==> src/rtl/uart_rx.sv <==
// 8N1 serial receiver: two-flop synchroniser, mid-bit sampling FSM and a
// valid/ready holding register with one-cycle framing-error and overrun pulses.
module uart_rx #(
    parameter int unsigned CLKS_PER_BIT = 5001,
    parameter int unsigned HALF_BIT     = CLKS_PER_BIT / 2
) (
    input  logic       clock,
    input  logic       reset,
    input  logic       rx,
    output logic [7:0] data,
    output logic       valid,
    input  logic       ready,
    output logic       frame_err,
    output logic       overrun
);

    localparam int unsigned CNT_W  = 32;
    localparam int unsigned DATA_W = 8;
    localparam int unsigned IDX_W  = 3;

    localparam logic [CNT_W-1:0] START_LAST = CNT_W'(HALF_BIT - 1);
    localparam logic [CNT_W-1:0] BIT_LAST   = CNT_W'(CLKS_PER_BIT - 1);
    localparam logic [IDX_W-1:0] IDX_LAST   = IDX_W'(DATA_W - 1);

    typedef enum logic [2:0] {
        ST_WAIT_IDLE,
        ST_IDLE,
        ST_START,
        ST_DATA,
        ST_STOP
    } state_e;

    state_e             state_q, state_d;
    logic [CNT_W-1:0]   cnt_q, cnt_d;
    logic [IDX_W-1:0]   idx_q, idx_d;
    logic [DATA_W-1:0]  shift_q, shift_d;
    logic [DATA_W-1:0]  data_q, data_d;
    logic               valid_q, valid_d;
    logic               frame_err_q, frame_err_d;
    logic               overrun_q, overrun_d;
    logic               s1_q, rx_s_q;

    // Synchroniser; resets to the idle (high) line level.
    always_ff @(posedge clock or negedge reset) begin
        if (!reset) begin
            s1_q   <= 1'b1;
            rx_s_q <= 1'b1;
        end else begin
            s1_q   <= rx;
            rx_s_q <= s1_q;
        end
    end

    always_ff @(posedge clock or negedge reset) begin
        if (!reset) begin
            state_q     <= ST_WAIT_IDLE;
            cnt_q       <= '0;
            idx_q       <= '0;
            shift_q     <= '0;
            data_q      <= '0;
            valid_q     <= 1'b0;
            frame_err_q <= 1'b0;
            overrun_q   <= 1'b0;
        end else begin
            state_q     <= state_d;
            cnt_q       <= cnt_d;
            idx_q       <= idx_d;
            shift_q     <= shift_d;
            data_q      <= data_d;
            valid_q     <= valid_d;
            frame_err_q <= frame_err_d;
            overrun_q   <= overrun_d;
        end
    end

    always_comb begin
        state_d     = state_q;
        cnt_d       = cnt_q;
        idx_d       = idx_q;
        shift_d     = shift_q;
        data_d      = data_q;
        valid_d     = valid_q;
        frame_err_d = 1'b0;
        overrun_d   = 1'b0;

        // Consumption; a delivery in the same cycle overrides it below.
        if (valid_q && ready) begin
            valid_d = 1'b0;
        end

        unique case (state_q)
            ST_WAIT_IDLE: begin
                if (rx_s_q) begin
                    state_d = ST_IDLE;
                    cnt_d   = '0;
                end
            end
            ST_IDLE: begin
                if (!rx_s_q) begin
                    state_d = ST_START;
                    cnt_d   = '0;
                end
            end
            ST_START: begin
                if (cnt_q == START_LAST) begin
                    cnt_d = '0;
                    if (rx_s_q) begin
                        state_d = ST_IDLE;
                    end else begin
                        state_d = ST_DATA;
                        idx_d   = '0;
                    end
                end else begin
                    cnt_d = cnt_q + CNT_W'(1);
                end
            end
            ST_DATA: begin
                if (cnt_q == BIT_LAST) begin
                    cnt_d   = '0;
                    shift_d = {rx_s_q, shift_q[DATA_W-1:1]};
                    if (idx_q == IDX_LAST) begin
                        state_d = ST_STOP;
                    end else begin
                        idx_d = idx_q + IDX_W'(1);
                    end
                end else begin
                    cnt_d = cnt_q + CNT_W'(1);
                end
            end
            ST_STOP: begin
                if (cnt_q == BIT_LAST) begin
                    cnt_d = '0;
                    if (rx_s_q) begin
                        state_d = ST_IDLE;
                        if (!valid_q || ready) begin
                            data_d  = shift_q;
                            valid_d = 1'b1;
                        end else begin
                            overrun_d = 1'b1;
                        end
                    end else begin
                        state_d     = ST_WAIT_IDLE;
                        frame_err_d = 1'b1;
                    end
                end else begin
                    cnt_d = cnt_q + CNT_W'(1);
                end
            end
            default: begin
                state_d = ST_WAIT_IDLE;
                cnt_d   = '0;
            end
        endcase
    end

    assign data      = data_q;
    assign valid     = valid_q;
    assign frame_err = frame_err_q;
    assign overrun   = overrun_q;

endmodule

==> config.mk <==
export PLATFORM = sky130hd
export DESIGN_NAME = uart_rx
export DESIGN_NICKNAME = d
export VERILOG_FILES = /design/src/rtl/uart_rx.sv
export SDC_FILE = /design/constraint.sdc
export NUM_CORES = 1
export LEC_CHECK = 0
export ABC_AREA = 1
export ABC_CLOCK_PERIOD_IN_PS = 2200
export BUFFER_PORTS_ARGS = -buffer_cell sky130_fd_sc_hd__buf_2
export CORE_ASPECT_RATIO = 1.1
export CORE_UTILIZATION = 50
export CTS_BUF_LIST = sky130_fd_sc_hd__clkbuf_4 sky130_fd_sc_hd__clkbuf_8
export CTS_CLUSTER_DIAMETER = 40
export DETAILED_ROUTE_END_ITERATION = 10
export PLACE_DENSITY = 0.67
export RECOVER_POWER = 50
export SLEW_MARGIN = 40
export SYNTH_ARGS = -nofsm -noshare
export SYNTH_HDL_FRONTEND = slang
export SYNTH_SLANG_ARGS = --single-unit
==> constraint.sdc <==
create_clock -name clock -period 2.2 [get_ports clock]
set_clock_uncertainty 0.05 [all_clocks]
set_input_delay 0.44 -clock clock [delete_from_list [all_inputs] [get_ports clock]]
set_output_delay 0.44 -clock clock [all_outputs]
set_load 0.005 [all_outputs]
==> impl_metrics.env, run 1 <==
export IMPL_die_h_um=92.5
export IMPL_timing_rr_end="cnt_q[26]"
export IMPL_clk_pin_slew_ns=0.08
export IMPL_seq_power_share=0.390
export IMPL_drt_antenna_violating_nets=0
export IMPL_nets=566
export IMPL_syn_area_mm2=0.00373
export IMPL_worstRegToRegCells=10
export IMPL_dp_hpwl_mm=7.13
export IMPL_viasPerCell=5.48
export IMPL_io_buffers=14
export IMPL_post_route_period_util=0.887
export IMPL_setup_violations=0
export IMPL_drc=0
export IMPL_diodes=0
export IMPL_grt_pass1_wl_mm=16.4
export IMPL_hold_path_depth=1
export IMPL_crit_start="cnt_q[0]"
export IMPL_status="completed"
export IMPL_cts_hold_fix_buffers=0
export IMPL_synth_nets=546
export IMPL_ys_seq_area_frac=0.397
export IMPL_cts_sinks=59
export IMPL_switching_share=0.381
export IMPL_cts_buffers=9
export IMPL_core_area_mm2=0.00713
export IMPL_max_clock_freq_mhz=512
export IMPL_initial_core_util=0.523
export IMPL_fp_dieArea_mm2=0.00780
export IMPL_ff2ff_setup_slack_ns=0.25
export IMPL_crit_arrival_ns=2.14
export IMPL_cts_max_level=3
export IMPL_first_iter_violations=220
export IMPL_ir_drop_mv=0.572
export IMPL_stdcell_count=648
export IMPL_cp_max_fo=5
export IMPL_crit_type="flip-flop to flip-flop"
export IMPL_finalHoldViolations=0
export IMPL_yosysWarnings=0
export IMPL_postCtsSetupBuffers=0
export IMPL_cts_repair_resized=0
export IMPL_layout_setup_ws_ns=0.248
export IMPL_max_slew_margin=0.254
export IMPL_r2r_start="cnt_q[0]"
export IMPL_min_path_type="input port to flip-flop"
export IMPL_internal_power_mw=1.94
export IMPL_drv_slew=0
export IMPL_vias=3549
export IMPL_grt_max_degree=30
export IMPL_worstHoldStart="rx"
export IMPL_gp_congestion=0.899
export IMPL_grt_setup_unrepaired="false"
export IMPL_post_route_util=0.575
export IMPL_end_kind="flip-flop"
export IMPL_synth_avg_cell_area_um2=6.93
export IMPL_syn_inst=538
export IMPL_antenna_found_initial=0
export IMPL_die_w_um=84.3
export IMPL_clk_latency_ns=0.35
export IMPL_p_clk_frac=0.324
export IMPL_fin_crit_ns=1.95
export IMPL_power_density_mw_per_mm2=765
export IMPL_tritoncts="done"
export IMPL_row_count=32
export IMPL_drive_gt1_frac=0.119
export IMPL_grt_util_all_layers=0.271
export IMPL_dpl_cell_count=632
export IMPL_first_pass_iters=5
export IMPL_grt_overflow=0
export IMPL_area_delta_synth_final_pct=9.91
export IMPL_grt_pass1_vias=3436
export IMPL_wl_mm=9.47
export IMPL_cp_start_kind="flip-flop"
export IMPL_synth_distinct_cells=29
export IMPL_wl_per_cell_um=14.6
export IMPL_pwr_share_comb=0.286
export IMPL_cts_root_buf="clkbuf_8"
export IMPL_max_cap_violations=0
export IMPL_whs_endpoint="s1_q"
export IMPL_io_pins=15
export IMPL_p_switching_mw=1.19
export IMPL_post_place_ws_ns=0.315
export IMPL_clockBufferDepth=2
export IMPL_finalSetupTns_ns=0
export IMPL_required_ns=2.39
export IMPL_max_slew_worst_pin_slew_ns=1.12
export IMPL_synth_seq_cells=59
export IMPL_leakage_nw=1.92
[kinds of logic (layout without fill, tap and decap cells)]
family          Yosys count  count (layout)  share of synthesized area
flops                    59              59                      0.397
xor+xnor                 10              10                     0.0235
simple gates            304             304                      0.349
fa+ha+maj                 4               4                     0.0134
buf+inv                  89             114                     0.0944
compound gates           72              72                      0.123
[synthesized netlist by cell type]
library cell / instances / area share
buf_4: 1 / 0.0020
ha_1: 4 / 0.013
nand4_4: 1 / 0.0057
xor2_1: 10 / 0.024
clkbuf_1: 5 / 0.0050
clkinv_1: 4 / 0.0040
o21ai_2: 8 / 0.019
nor2_1: 73 / 0.074
dfstp_2: 2 / 0.014
buf_6: 1 / 0.0030
o22ai_1: 1 / 0.0017
dfrtp_1: 57 / 0.38
buf_2: 5 / 0.0067
nor2_2: 7 / 0.012
o211ai_1: 21 / 0.042
nand3_2: 1 / 0.0027
nor2_8: 1 / 0.0054
o221ai_1: 3 / 0.0071
o21ai_1: 29 / 0.039
nand3_1: 50 / 0.067
o21ai_0: 9 / 0.012
inv_2: 9 / 0.0091
inv_1: 64 / 0.064
nand2_1: 150 / 0.15
or2_2: 1 / 0.0017
nand2_2: 4 / 0.0067
o21bai_1: 1 / 0.0020
nand4_1: 5 / 0.0084
nor3_1: 11 / 0.015
[how the worst max path moves through the flow]
stage | cells past startpoint | endpoint | slack (ns)
finish | 10 | cnt_q[26] | 0.25
detailed placement | 10 | cnt_q[26] | 0.32
CTS | 10 | cnt_q[26] | 0.27
global placement | 9 | data[3] | 0.34
floorplan | 10 | data[5] | 0.56
global route | 10 | cnt_q[26] | 0.03
[flip-flops by register name, summed over array words and instances, names as in the netlist]
register and count:
overrun 1, valid 1, rx_s_q 1, data 8, shift_q 8, cnt_q 32
idx_q 3, state_q 3, s1_q 1, frame_err 1
[stage by stage]
stage	instance area [um2]	hold WS (ns)	total power, mW
finish	4100	0.142	3.13
global placement	3920	0.296	2.12
CTS	4120	0.00934	3.16
global route	4100	0.118	3.31
detailed placement	3920	0.297	2.14
floorplan	3730	0.0944	1.83
[critical path: stages, from the launching register on]
cell and delay [ns]:
dfrtp_1 0.41, ha_1 0.27, nand2_1 0.12, nor2_1 0.14, nand2_1 0.18, nor2_1 0.21, inv_2 0.06, nor2_1 0.15
nand4_1 0.11, nand3_1 0.10, nand2_1 0.06
[placed cells by master (no fill, tap or decap), types with 7 or more instances in the layout]
cell / n
buf_2: 11
clkbuf_8: 9
dfrtp_1: 57
inv_1: 64
inv_2: 9
nand2_1: 150
nand3_1: 50
nor2_1: 73
nor2_2: 7
nor3_1: 11
o211ai_1: 21
o21ai_0: 9
o21ai_1: 29
o21ai_2: 8
xor2_1: 10
[metal layers]
| layer | vias to the layer above | wire length [um] | share of wire | global-route usage |
|---|---|---|---|---|
| met5 | - | 0 | 0 | 0 |
| met4 | 0 | 169 | 0.018 | 0.0920 |
| met3 | 11 | 494 | 0.052 | 0.0561 |
| met2 | 110 | 4650 | 0.49 | 0.462 |
| met1 | 1664 | 4150 | 0.44 | 0.342 |
| li1 | 1764 | - | - | - |
[area by class of cell]
class / count / area, um2
clock buffer: 9 / 124
inverter: 77 / 289
multi-input combinational: 390 / 1900
timing repair buffer: 21 / 125
fill: 691 / 3030
sequential: 59 / 1480
tap: 85 / 106
clock inverter: 7 / 76.3
[power by group through the flow]
stage          clock network (mW)  logic [mW]  registers (mW)
2_1_floorplan                   0       0.600            1.23
3_3_place_gp                    0       0.878            1.24
3_5_place_dp                    0       0.901            1.24
4_1_cts                      1.04       0.901            1.22
5_1_grt                      1.08       0.992            1.23
6_report                     1.01       0.896            1.22
Note: power is estimated with default switching activity, not from simulation.
==> inputs of run 2 (changes only) <==
--- a/config.mk
+++ b/config.mk
@@ -6,14 +6,14 @@
 export NUM_CORES = 1
 export LEC_CHECK = 0
 export ABC_AREA = 1
-export ABC_CLOCK_PERIOD_IN_PS = 2200
+export ABC_CLOCK_PERIOD_IN_PS = 1700
 export BUFFER_PORTS_ARGS = -buffer_cell sky130_fd_sc_hd__buf_2
 export CORE_ASPECT_RATIO = 1.1
 export CORE_UTILIZATION = 50
 export CTS_BUF_LIST = sky130_fd_sc_hd__clkbuf_4 sky130_fd_sc_hd__clkbuf_8
 export CTS_CLUSTER_DIAMETER = 40
 export DETAILED_ROUTE_END_ITERATION = 10
-export PLACE_DENSITY = 0.67
+export PLACE_DENSITY = 0.69
 export RECOVER_POWER = 50
 export SLEW_MARGIN = 40
 export SYNTH_ARGS = -nofsm -noshare
==> constraint.sdc (replaced) <==
create_clock -name clock -period 1.7 [get_ports clock]
set_clock_uncertainty 0.05 [all_clocks]
set_input_delay 0.34 -clock clock [delete_from_list [all_inputs] [get_ports clock]]
set_output_delay 0.34 -clock clock [all_outputs]
set_load 0.005 [all_outputs]
==> run 2 against run 1 <==
The flow now finishes with violations (setup timing); sequential share of layout area fell by 5.6 points; count of clock-buffer cells in the layout rose by 1; sequential power grew 31%; setup slack lost 0.26 ns; largest cell class unchanged; cell area is 19% higher; routed wire length is 7.9% higher; fmax is 14% higher; register-to-register slack worse by 0.26 ns; global-route usage up 0.32 points; hold slack lost 0.11 ns; sequential cell count stayed put.
==> impl_metrics.env, run 2 (synthesized netlist as in run 1, its figures left out) <==
export IMPL_status="finished with violations"
export IMPL_violations="setup timing"
export IMPL_fp_dieArea_mm2=0.00780
export IMPL_setup_violations=4
export IMPL_post_route_period_util=1.01
export IMPL_row_count=32
export IMPL_endpoint="data[5]"
export IMPL_cp_max_fo=8
export IMPL_p_total_mw=4.37
export IMPL_r2r_start="cnt_q[1]"
export IMPL_first_pass_iters=5
export IMPL_grt_pass1_wl_mm=16.5
export IMPL_grt_util_all_layers=0.274
export IMPL_max_slew_margin=0.324
export IMPL_tritoncts="done"
export IMPL_top_register="cnt_q"
export IMPL_grt_setup_unrepaired="true"
export IMPL_cts_max_level=3
export IMPL_timing_rr_end="data[5]"
export IMPL_area_delta_synth_final_pct=30.3
export IMPL_cts_buffers=9
export IMPL_grt_pass1_vias=3632
export IMPL_max_slew_worst_pin_slew_ns=1.01
export IMPL_die_w_um=84.3
export IMPL_cts_sinks=59
export IMPL_worstRegToRegCells=10
export IMPL_io_buffers=14
export IMPL_ir_drop_mv=0.885
export IMPL_clk_latency_ns=0.35
export IMPL_cts_root_buf="clkbuf_8"
export IMPL_max_cap_violations=0
export IMPL_clockBufferDepth=2
export IMPL_vias=3779
export IMPL_min_path_type="input port to flip-flop"
export IMPL_io_pins=15
export IMPL_end_kind="flip-flop"
export IMPL_post_place_ws_ns=-0.121
export IMPL_nFillCells=619
export IMPL_final_cell_mix="nand2_1, inv_1, buf_4"
export IMPL_viasPerCell=5.34
export IMPL_nets=626
export IMPL_grt_max_degree=25
export IMPL_crit_type="flip-flop to flip-flop"
export IMPL_finalHoldViolations=0
export IMPL_final_common_cell="nand2_1"
export IMPL_max_clock_freq_mhz=585
export IMPL_drive_gt1_frac=0.292
export IMPL_crit_arrival_ns=1.90
export IMPL_wl_per_cell_um=14.4
export IMPL_cp_start_kind="flip-flop"
export IMPL_drc=0
export IMPL_layout_setup_ws_ns=-0.00901
export IMPL_crit_start="cnt_q[1]"
export IMPL_largest_reg_flops=32
export IMPL_required_ns=1.89
export IMPL_leakage_nw=2.31
export IMPL_first_iter_violations=262
export IMPL_gp_congestion=0.978
export IMPL_dp_hpwl_mm=7.49
export IMPL_core_area_mm2=0.00713
export IMPL_antenna_found_initial=0
export IMPL_wl_mm=10.2
export IMPL_finalSetupTns_ns=-0.0210
export IMPL_grt_overflow=0
export IMPL_clk_pin_slew_ns=0.08
export IMPL_drt_antenna_violating_nets=0
export IMPL_die_h_um=92.5
export IMPL_initial_core_util=0.523
export IMPL_fin_crit_ns=1.71
export IMPL_drv_slew=0
export IMPL_ff2ff_setup_slack_ns=-0.009
export IMPL_power_density_mw_per_mm2=901
export IMPL_worst_hold_slack_ns=0.0353
export IMPL_diodes=0
[run 2: cell types whose count changed in the layout (fill, tap and decap cells not counted), sizes merged]
cell         change
clkinvlp         -1
clkinv           -1
inv              +1
clkbuf           -2
buf             +62
dlygate4sd3      +1
[run 2: area by class of cell]
cell class / instances / area (um2) / area share
clock buffers: 10 / 138 / 0.0284
flip-flops and latches: 59 / 1480 / 0.305
inverters: 77 / 289 / 0.0595
multi-input cells: 390 / 2150 / 0.442
clock inverters: 6 / 72.6 / 0.0149
repair buffers: 81 / 619 / 0.128
well taps: 85 / 106 / 0.0219
[run 2: worst min-delay path by stage]
| stage | slack (ns) | depth (start not counted) | startpoint | endpoint |
|---|---|---|---|---|
| 6_report | 0.04 | 1 | rx | s1_q |
| 3_3_place_gp | 0.26 | 1 | reset | cnt_q[17] |
| 3_5_place_dp | 0.26 | 1 | reset | cnt_q[17] |
| 4_1_cts | 0.02 | 1 | rx | s1_q |
| 2_1_floorplan | -0.006 | 0 | reset | cnt_q[0] |
| 5_1_grt | 0.005 | 1 | rx | s1_q |
[run 2: worst max-delay path, stage by stage (launching register included)]
cell and delay (ns):
dfrtp_2 0.45, inv_2 0.09, ha_4 0.15, nand3_4 0.08, nor2_4 0.11, nand2_4 0.07
nor2_8 0.18, nand4_4 0.14, buf_12 0.17, nand2_1 0.07, o21ai_2 0.05
[run 2: what timing repair did]
item / in CTS / in global routing
hold buffers: 1 / 0
setup endpoints to repair: 22 / 53
gates cloned: 0 / 1
setup buffers: 1 / 7
hold endpoints to repair: 14 / 0
resized for setup: 3 / 72
pin swaps: 0 / 17
[run 2: metal layers]
layer	track usage	vias up	wire (um)
li1	-	1881	-
met1	0.334	1768	4380
met2	0.473	110	5150
met3	0.0544	20	449
met4	0.115	0	244
met5	0	-	0
[run 2: report_power, final]
group	internal (mW)	switching, mW
clock	0.732	0.638
sequential	1.50	0.105
combinational	0.469	0.933
total	2.70	1.68
[run 2: metrics by stage]
step | instances | utilization | cell area (um2)
floorplan | 538 | - | 3730
global placement | 682 | 0.602 | 4290
detailed placement | 682 | 0.602 | 4290
CTS | 700 | 0.637 | 4540
global route | 708 | 0.681 | 4850
finish | 708 | 0.681 | 4850
